==> src/rtl/serial_arith_pkg.sv <==
// Shared state encodings for the bit-serial arithmetic units.
package serial_arith_pkg;

    localparam logic [1:0] ENC_IDLE  = 2'd0;
    localparam logic [1:0] ENC_SHIFT = 2'd1;
    localparam logic [1:0] ENC_DONE  = 2'd2;

    typedef enum logic [1:0] {
        IDLE  = ENC_IDLE,
        SHIFT = ENC_SHIFT,
        DONE  = ENC_DONE
    } ser_state_t;

endpackage

==> src/rtl/serial_subtractor_full_subtractor.sv <==
// Combinational 1-bit full-subtractor cell (module full_subtractor).
// With SERIAL_SUBTRACTOR_ADD_EN defined, a mode input selects full-adder behaviour.
module full_subtractor (
`ifdef SERIAL_SUBTRACTOR_ADD_EN
    input  logic mode,
`endif
    input  logic a,
    input  logic b,
    input  logic bin,
    output logic d,
    output logic bo
);

    logic axb;

    assign axb = a ^ b;
    assign d   = axb ^ bin;

`ifdef SERIAL_SUBTRACTOR_ADD_EN
    // bin/bo double as carry-in/carry-out when adding
    assign bo = mode ? ((a & b) | (bin & axb))
                     : ((~a & b) | (~axb & bin));
`else
    assign bo = (~a & b) | (~axb & bin);
`endif

endmodule

==> src/rtl/serial_subtractor.sv <==
// Bit-serial WIDTH-bit subtractor, LSB first, one bit per clock through one full-subtractor cell.
// Optional macro SERIAL_SUBTRACTOR_ADD_EN adds a `mode` input (1 = add, 0 = subtract).
module serial_subtractor
    import serial_arith_pkg::*;
#(
    parameter int WIDTH = 8
) (
    input  logic             clk,
    input  logic             rst_n,
    input  logic             start,
`ifdef SERIAL_SUBTRACTOR_ADD_EN
    input  logic             mode,
`endif
    input  logic [WIDTH-1:0] a,
    input  logic [WIDTH-1:0] b,
    output logic             busy,
    output logic             done,
    output logic [WIDTH-1:0] diff,
    output logic             bout
);

    localparam int CNT_W = $clog2(WIDTH + 1);
    localparam logic [CNT_W-1:0] LAST_CNT = CNT_W'(WIDTH - 1);

    ser_state_t       state_q;
    logic [WIDTH-1:0] a_sr_q;
    logic [WIDTH-1:0] b_sr_q;
    logic [WIDTH-1:0] res_q;
    logic [WIDTH-1:0] res_d;
    logic             borrow_q;
    logic [CNT_W-1:0] cnt_q;
    logic             busy_q;
    logic             done_q;
    logic [WIDTH-1:0] diff_q;
    logic             bout_q;
    logic             cell_d;
    logic             cell_bo;
`ifdef SERIAL_SUBTRACTOR_ADD_EN
    logic             mode_q;
`endif

    full_subtractor u_cell (
`ifdef SERIAL_SUBTRACTOR_ADD_EN
        .mode (mode_q),
`endif
        .a    (a_sr_q[0]),
        .b    (b_sr_q[0]),
        .bin  (borrow_q),
        .d    (cell_d),
        .bo   (cell_bo)
    );

    // New bit enters at the MSB so the LSB-first result ends up aligned after WIDTH shifts
    assign res_d = (res_q >> 1) | (WIDTH'(cell_d) << (WIDTH - 1));

    always_ff @(posedge clk) begin
        if (!rst_n) begin
            state_q  <= IDLE;
            a_sr_q   <= '0;
            b_sr_q   <= '0;
            res_q    <= '0;
            borrow_q <= 1'b0;
            cnt_q    <= '0;
            busy_q   <= 1'b0;
            done_q   <= 1'b0;
            diff_q   <= '0;
            bout_q   <= 1'b0;
`ifdef SERIAL_SUBTRACTOR_ADD_EN
            mode_q   <= 1'b0;
`endif
        end else begin
            done_q <= 1'b0;
            case (state_q)
                IDLE: begin
                    if (start) begin
                        a_sr_q   <= a;
                        b_sr_q   <= b;
                        res_q    <= '0;
                        borrow_q <= 1'b0;
                        cnt_q    <= '0;
                        busy_q   <= 1'b1;
                        state_q  <= SHIFT;
`ifdef SERIAL_SUBTRACTOR_ADD_EN
                        mode_q   <= mode;
`endif
                    end
                end
                SHIFT: begin
                    a_sr_q   <= a_sr_q >> 1;
                    b_sr_q   <= b_sr_q >> 1;
                    res_q    <= res_d;
                    borrow_q <= cell_bo;
                    cnt_q    <= cnt_q + CNT_W'(1);
                    if (cnt_q == LAST_CNT) begin
                        busy_q  <= 1'b0;
                        state_q <= DONE;
                    end
                end
                DONE: begin
                    // Result is published with the done pulse and held until the next completion
                    diff_q  <= res_q;
                    bout_q  <= borrow_q;
                    done_q  <= 1'b1;
                    state_q <= IDLE;
                end
                default: state_q <= IDLE;
            endcase
        end
    end

    assign busy = busy_q;
    assign done = done_q;
    assign diff = diff_q;
    assign bout = bout_q;

endmodule

==> config.mk <==
export PLATFORM = sky130hd
export DESIGN_NAME = serial_subtractor
export DESIGN_NICKNAME = d
export VERILOG_FILES = /design/src/rtl/serial_arith_pkg.sv /design/src/rtl/serial_subtractor_full_subtractor.sv /design/src/rtl/serial_subtractor.sv
export SDC_FILE = /design/constraint.sdc
export NUM_CORES = 1
export LEC_CHECK = 0
export CAP_MARGIN = 20
export CORE_MARGIN = 2
export CORE_UTILIZATION = 46
export DETAILED_ROUTE_END_ITERATION = 8
export GPL_TIMING_DRIVEN = 0
export PLACE_DENSITY = 0.85
export SYNTH_ARGS = -nofsm -noshare
export SYNTH_HDL_FRONTEND = slang
export SYNTH_SLANG_ARGS = --single-unit
==> constraint.sdc <==
create_clock -name clk -period 1.2 [get_ports clk]
set_input_delay 0.36 -clock clk [delete_from_list [all_inputs] [get_ports clk]]
set_output_delay 0.36 -clock clk [all_outputs]
set_load 0.01 [all_outputs]
* Word-level counts from Yosys, hierarchy flattened *
Index checks and enable logic that the tools add are counted.
Widths: inputs -> output; s select.

storage, ports and cells
  input bits = 19
  word-level logic and storage cells = 46
  register bits = 42
  output and inout port bits = 11

operators by class
  multiplexer cells = 17
  reductions and logical operators = 5
  bitwise operators = 8
  equal/unequal tests = 5
  add/subtract/negate cells = 1

operators by type and width
  operator             number
  $pmux 8 s2           3
  $mux 8               3
  $or 7x8->8           1
  $pmux 4 s2           1
  $add 4x1->4 const B  1
  $eq 4x3->1 const B   1
  $mux 1               4
  $mux 2               2
  $mux 4               1
  $ne 2x2->1 const B   2
  $pmux 1 s2           2
  $pmux 2 s2           1
  $reduce_and 2->1     2
  $reduce_and 3->1     1
  $and 1x1->1          2
  $eq 2x1->1 const B   1
  $eq 2x2->1 const B   1
  $logic_not 2->1      1
  $not 1->1            2
  $reduce_bool 2->1    1
  $xor 1x1->1          2
  $or 1x1->1           1

* Logic depth before layout (Yosys ltp) *
Gate-level depths: netlist of run 1.

  depth after elaboration = 5
  mapped depth = 6
  depth with buffers taken out = 4

* Hierarchy *
From an unflattened synthesis of run 1, not the netlist that was laid out.

unflattened totals
  cell total of the unflattened synthesis = 190
  area total of the unflattened synthesis = 1742.9 sq um

by module, submodules not included
  module             area each (sq um)  cells an instance  times used  sequential area each (sq um)
  serial_subtractor  1711.6             186                1           840.8
  full_subtractor    31.3               4                  1           0.0

* Worst setup path after synthesis of run 1 *
No wires, ideal clock.

  path type = reg-to-reg
  start point = register state_q[0]
  end point = register cnt_q[3]
  arrival = 1.091 ns
  required time = 1.126 ns
  library setup time = 0.074 ns
  period minus slack after synthesis = 1.165 ns
  path buffers = 2
  stages on the path, launching flop included = 6
  slack = 0.035 ns
  cells stage by stage = dfxtp_1 -> buf_6 -> nand2b_4 -> buf_6 -> or3_1 -> a31oi_1

between the ends
  cells in the longest elaborated chain, start to end = 3
  elaborated cells on any way between the ends = 6
  those cells by class = 2 x eq/ne; 1 x mux; 3 x reduce/logical

ends and longest elaborated chain
  element                                                                  line                     source
  start: declaration                                                       serial_subtractor.sv:25  ser_state_t state_q;
  start signal: assignment                                                 serial_subtractor.sv:58  state_q <= IDLE;
  start signal: assignment                                                 serial_subtractor.sv:82  state_q <= SHIFT;
  start signal: assignment                                                 serial_subtractor.sv:96  state_q <= DONE;
  $eq 2x1->1 / $logic_not 2->1 (equally long branches)                     serial_subtractor.sv:73  case (state_q)
  $reduce_bool 2->1 (no source line) / $ne 2x2->1 (equally long branches)  --
  $reduce_and 2->1 (no source line)                                        --
  end signal: assignment                                                   serial_subtractor.sv:93  cnt_q <= cnt_q + CNT_W'(1);
  end: declaration                                                         serial_subtractor.sv:31  logic [CNT_W-1:0] cnt_q;

Several ways; a longest one is shown, not always the timed one.
A chain may end at the register's enable or synchronous reset.

* Worst setup path in the final report of run 1 *
  start point = register state_q[0]
  end point = register a_sr_q[1]

between the ends
  cells in the longest elaborated chain, start to end = 3
  elaborated cells on any way between the ends = 6
  those cells by class = 2 x eq/ne; 1 x mux; 3 x reduce/logical

ends and longest elaborated chain
  element                                                                  line                     source
  $eq 2x1->1 / $logic_not 2->1 (equally long branches)                     serial_subtractor.sv:73
  $reduce_bool 2->1 (no source line) / $ne 2x2->1 (equally long branches)  --
  $reduce_and 2->1 (no source line)                                        --
  end signal: assignment                                                   serial_subtractor.sv:89  a_sr_q <= a_sr_q >> 1;
  end: declaration                                                         serial_subtractor.sv:26  logic [WIDTH-1:0] a_sr_q;

Several ways; a longest one is shown, not always the timed one.

==> run metrics, run 1 <==
number of port buffers 29; number of global-route vias before repair approximately 1.4k; synthesized netlist net count 214; Max-Cap Viols 0; Cell Int Power 2.08 mW; mean area per synthesized cell 8.55 um^2; most used cell, CP sky130_fd_sc_hd__a21oi_1; proportion of power drawn by the clock network 0.322; kind of end point of the critical path flip-flop; sum of net half-perimeters after detailed placement about 2.4 mm; gr ovfl total 0; status finished clean; slowest stage delay, CP 0.36 ns; number of optimization iterations in the first detailed-route pass 4; class of the most critical hold timing path flip-flop to flip-flop; number of antenna diodes 0; post-route cell area between 2000 and 2500 um^2; pin count of the biggest net entering global routing 13; Setup Viol. Count Final 0; multiplexer share of the synthesized area 0; Cell Area, Synth 1650 um^2; worst-margin pin slew 0.269 ns; post-route antenna net violation count 0; data required time at the worst endpoint between 1 and 1.5 ns; clock period minus worst slack 1.18 ns; number of storage elements in the synthesis netlist 42; highest fanout seen on the critical path 10; clk slew on worst S/H paths between 0.1 and 0.15 ns; deepest clock path buffer count 2; Die Area 4080 um^2; H-Tree Depth 2; leading cell types by total area after synthesis sky130_fd_sc_hd__dfxtp_1 51%, sky130_fd_sc_hd__a21oi_1 11%, sky130_fd_sc_hd__nand2_1 7.7%, sky130_fd_sc_hd__a22oi_1 5.0%, sky130_fd_sc_hd__o21ai_0 4.2%; post-synthesis adder-cell area fraction 0.0197; io pins 30; average routed wire per standard cell 13.9 um; die height 63.9 um; Core ar. 3390 um^2; Post-Layout Cell Count 282; worst clock skew 0.0207 ns; number of nets in the layout around 260; area delta synth->final 35.1%; post-synthesis share of cell area spent on xor and xnor gates 0; startpoint of the most critical setup path state_q[0]; category of the most critical setup path flip-flop to flip-flop; start of the worst register-to-register path state_q[0]; later-pin clock latency in the skew report 0.36 ns; TritonCTS clock tree yes; clk root buf sky130_fd_sc_hd__clkbuf_4; WHS Path Cells 2; utilization after layout 0.658; arrival time of the worst setup path about 1.5 ns; Cell Chain, Critical Path buf_8, o21bai_4, buf_6, a21oi_1, a21oi_1; cell type with the highest aggregate area in the netlist sky130_fd_sc_hd__dfxtp_1; main combinational cell family by area after synthesis compound AO/OA/AOI/OAI gates; # fillers 266; Power Density 1230 nW/um^2; Die X-Extent about 64 um; clock sinks 42; startpoint of the most critical hold path res_q[0]; CTS hold repair buffers 0; worst-case vdd ir drop 0.660 mV; critical path launch point type flip-flop; detailed-route via count around 1.5k; max-slew violation total from the final report 0; wire length of the first global-routing pass 6.27 mm; Net Switching 0.665 mW; standard-cell row count 21; sequential element share of the synthesized area 0.509; number of distinct library cells after synthesis 31; routability congestion estimate from global placement 0.756; drt initial violations 84; switching share of power 0.242; static power due to leakage 0.870 nW; final hold vios 0; Final Routed Wirelength 3.91 mm; area fraction of the dominant cell type after synthesis 0.509; reg2reg path depth 5; post-placement cell area roughly 2000 um^2; number of design rule violations left after detail routing 0; via density per instance 5.44; Inserted Clock Buffers 5; RSZ-0062 raised after global routing yes; overall global routing resource usage 0.201; count of placed standard cells including taps between 200 and 300; count of warnings emitted by yosys 0; initial core utilization 0.487; post-synthesis simple-gate area fraction 0.155; compound-gate portion of the synthesized area 0.259; slowest cell on the critical path sky130_fd_sc_hd__dfxtp_2; Max Fclk 848 MHz; tightest slew margin relative to the limit 0.820; final cycle utilization of the critical path 0.983; sequential share of power 0.542; part of the total power dissipated in combinational logic 0.135; share of post-route cells with drive strength above 1 0.263; sum of negative setup slack 0 ns; initial antenna violation count 0; Post-Syn Instances approximately 190
[logic make-up after synthesis]
kind of cell | Yosys count
AO/OA/AOI/OAI | 71
AND/OR/NAND/NOR | 60
flip-flops | 42
buffers and inverters | 18
adder cells (fa/ha/maj) | 2
[cells in the mapped netlist]
cell and instances:
sky130_fd_sc_hd__a2bb2oi_1 1, sky130_fd_sc_hd__buf_6 2, sky130_fd_sc_hd__or3_1 1, sky130_fd_sc_hd__nor3b_1 1
sky130_fd_sc_hd__a31oi_1 2, sky130_fd_sc_hd__o211a_1 1, sky130_fd_sc_hd__ha_1 1, sky130_fd_sc_hd__buf_1 1
sky130_fd_sc_hd__nand3_1 2, sky130_fd_sc_hd__o21bai_4 1, sky130_fd_sc_hd__a211oi_1 3, sky130_fd_sc_hd__nor4_1 1
sky130_fd_sc_hd__dfxtp_1 42, sky130_fd_sc_hd__a22oi_1 11, sky130_fd_sc_hd__fa_1 1, sky130_fd_sc_hd__o2bb2ai_1 1
sky130_fd_sc_hd__o21ai_0 14, sky130_fd_sc_hd__inv_2 1, sky130_fd_sc_hd__clkbuf_1 2, sky130_fd_sc_hd__nand2b_4 1
sky130_fd_sc_hd__a221oi_1 1, sky130_fd_sc_hd__inv_1 3, sky130_fd_sc_hd__nor2b_1 2, sky130_fd_sc_hd__nor2_1 16
sky130_fd_sc_hd__o21ba_2 1, sky130_fd_sc_hd__nor3_1 1, sky130_fd_sc_hd__nand2_1 34, sky130_fd_sc_hd__nand2b_1 1
sky130_fd_sc_hd__buf_2 8, sky130_fd_sc_hd__a21oi_1 35, sky130_fd_sc_hd__clkbuf_2 1
[power groups by stage]
stage / registers [mW] / clock network, mW / logic (mW)
after floorplan: 1.51 / 0 / 0.187
after global placement: 1.51 / 0 / 0.296
after detailed placement: 1.52 / 0 / 0.301
after CTS: 1.49 / 0.892 / 0.342
after global routing: 1.50 / 0.960 / 0.410
final: 1.49 / 0.886 / 0.371
[stage by stage]
step | hold WS [ns] | setup slack, ns | power, mW
after floorplan | 0.432 | 0.0351 | 1.70
after global placement | 0.440 | -0.506 | 1.81
after detailed placement | 0.451 | -0.509 | 1.82
after CTS | 0.461 | 0.00354 | 2.72
after global routing | 0.482 | -0.0614 | 2.87
final | 0.462 | 0.0206 | 2.75
[per-layer routing]
metal,GRT usage,part of all wire,vias to the layer above
met2,0.329,0.50,44
li1,-,-,749
met1,0.251,0.44,734
met5,0,0,-
met3,0.0405,0.045,7
met4,0.0978,0.021,0
[final cells by class]
| type | instances | area, um^2 | area share |
|---|---|---|---|
| Multi-Input combinational cell | 133 | 758 | 0.340 |
| Buffer | 13 | 114 | 0.0511 |
| Inverter | 4 | 15.0 | 0.00673 |
| Sequential cell | 42 | 861 | 0.386 |
| Clock inverter | 1 | 30.0 | 0.0135 |
| Clock buffer | 7 | 45.0 | 0.0202 |
| Tap cell | 46 | 57.6 | 0.0258 |
| Timing Repair Buffer | 36 | 349 | 0.157 |
[cell usage in the layout (no fill, tap or decap), drive strengths merged, types with 2 or more instances in the layout]
cell type / instances
o21ai: 14
a31oi: 2
clkdlybuf4s50: 17
nor2b: 2
a21oi: 35
nor2: 16
nand2: 34
nand3: 2
dfxtp: 42
clkbuf: 9
a211oi: 3
buf: 29
inv: 4
a22oi: 11
nand2b: 2
[worst max-delay path: cells and delay by family (launching register included)]
family          cells  cell delay, ns
compound gates      3            0.41
buf+inv             2            0.33
flops               1            0.36
[final timing paths]
kind                     to  slack, ns
hold / removal      diff[0]       0.46
setup / recovery  a_sr_q[1]       0.02
hold reg to reg     diff[0]       0.46
setup reg to reg  a_sr_q[1]       0.02
[repair_timing]
item | CTS | global route
gates resized for setup | 75 | 32
setup endpoints to repair | 47 | 38
gates cloned | 0 | 1
pin swaps | 2 | 5
buffers inserted | 6 | 0
[state kept, by name, indices dropped and copies added, names as in the netlist]
name	flops
a_sr_q	8
b_sr_q	8
diff	8
res_q	8
cnt_q	4
state_q	2
borrow_q	1
bout	1
busy	1
done	1
(Power assumes the default switching activity.)
==> run 2, diff against run 1 <==
--- a/config.mk
+++ b/config.mk
@@ -5,7 +5,6 @@
 export SDC_FILE = /design/constraint.sdc
 export NUM_CORES = 1
 export LEC_CHECK = 0
-export CAP_MARGIN = 20
 export CORE_MARGIN = 2
 export CORE_UTILIZATION = 46
 export DETAILED_ROUTE_END_ITERATION = 8
==> results of run 2 <==
Same layout as run 1: the final DEF is identical, and so are final timing and power.
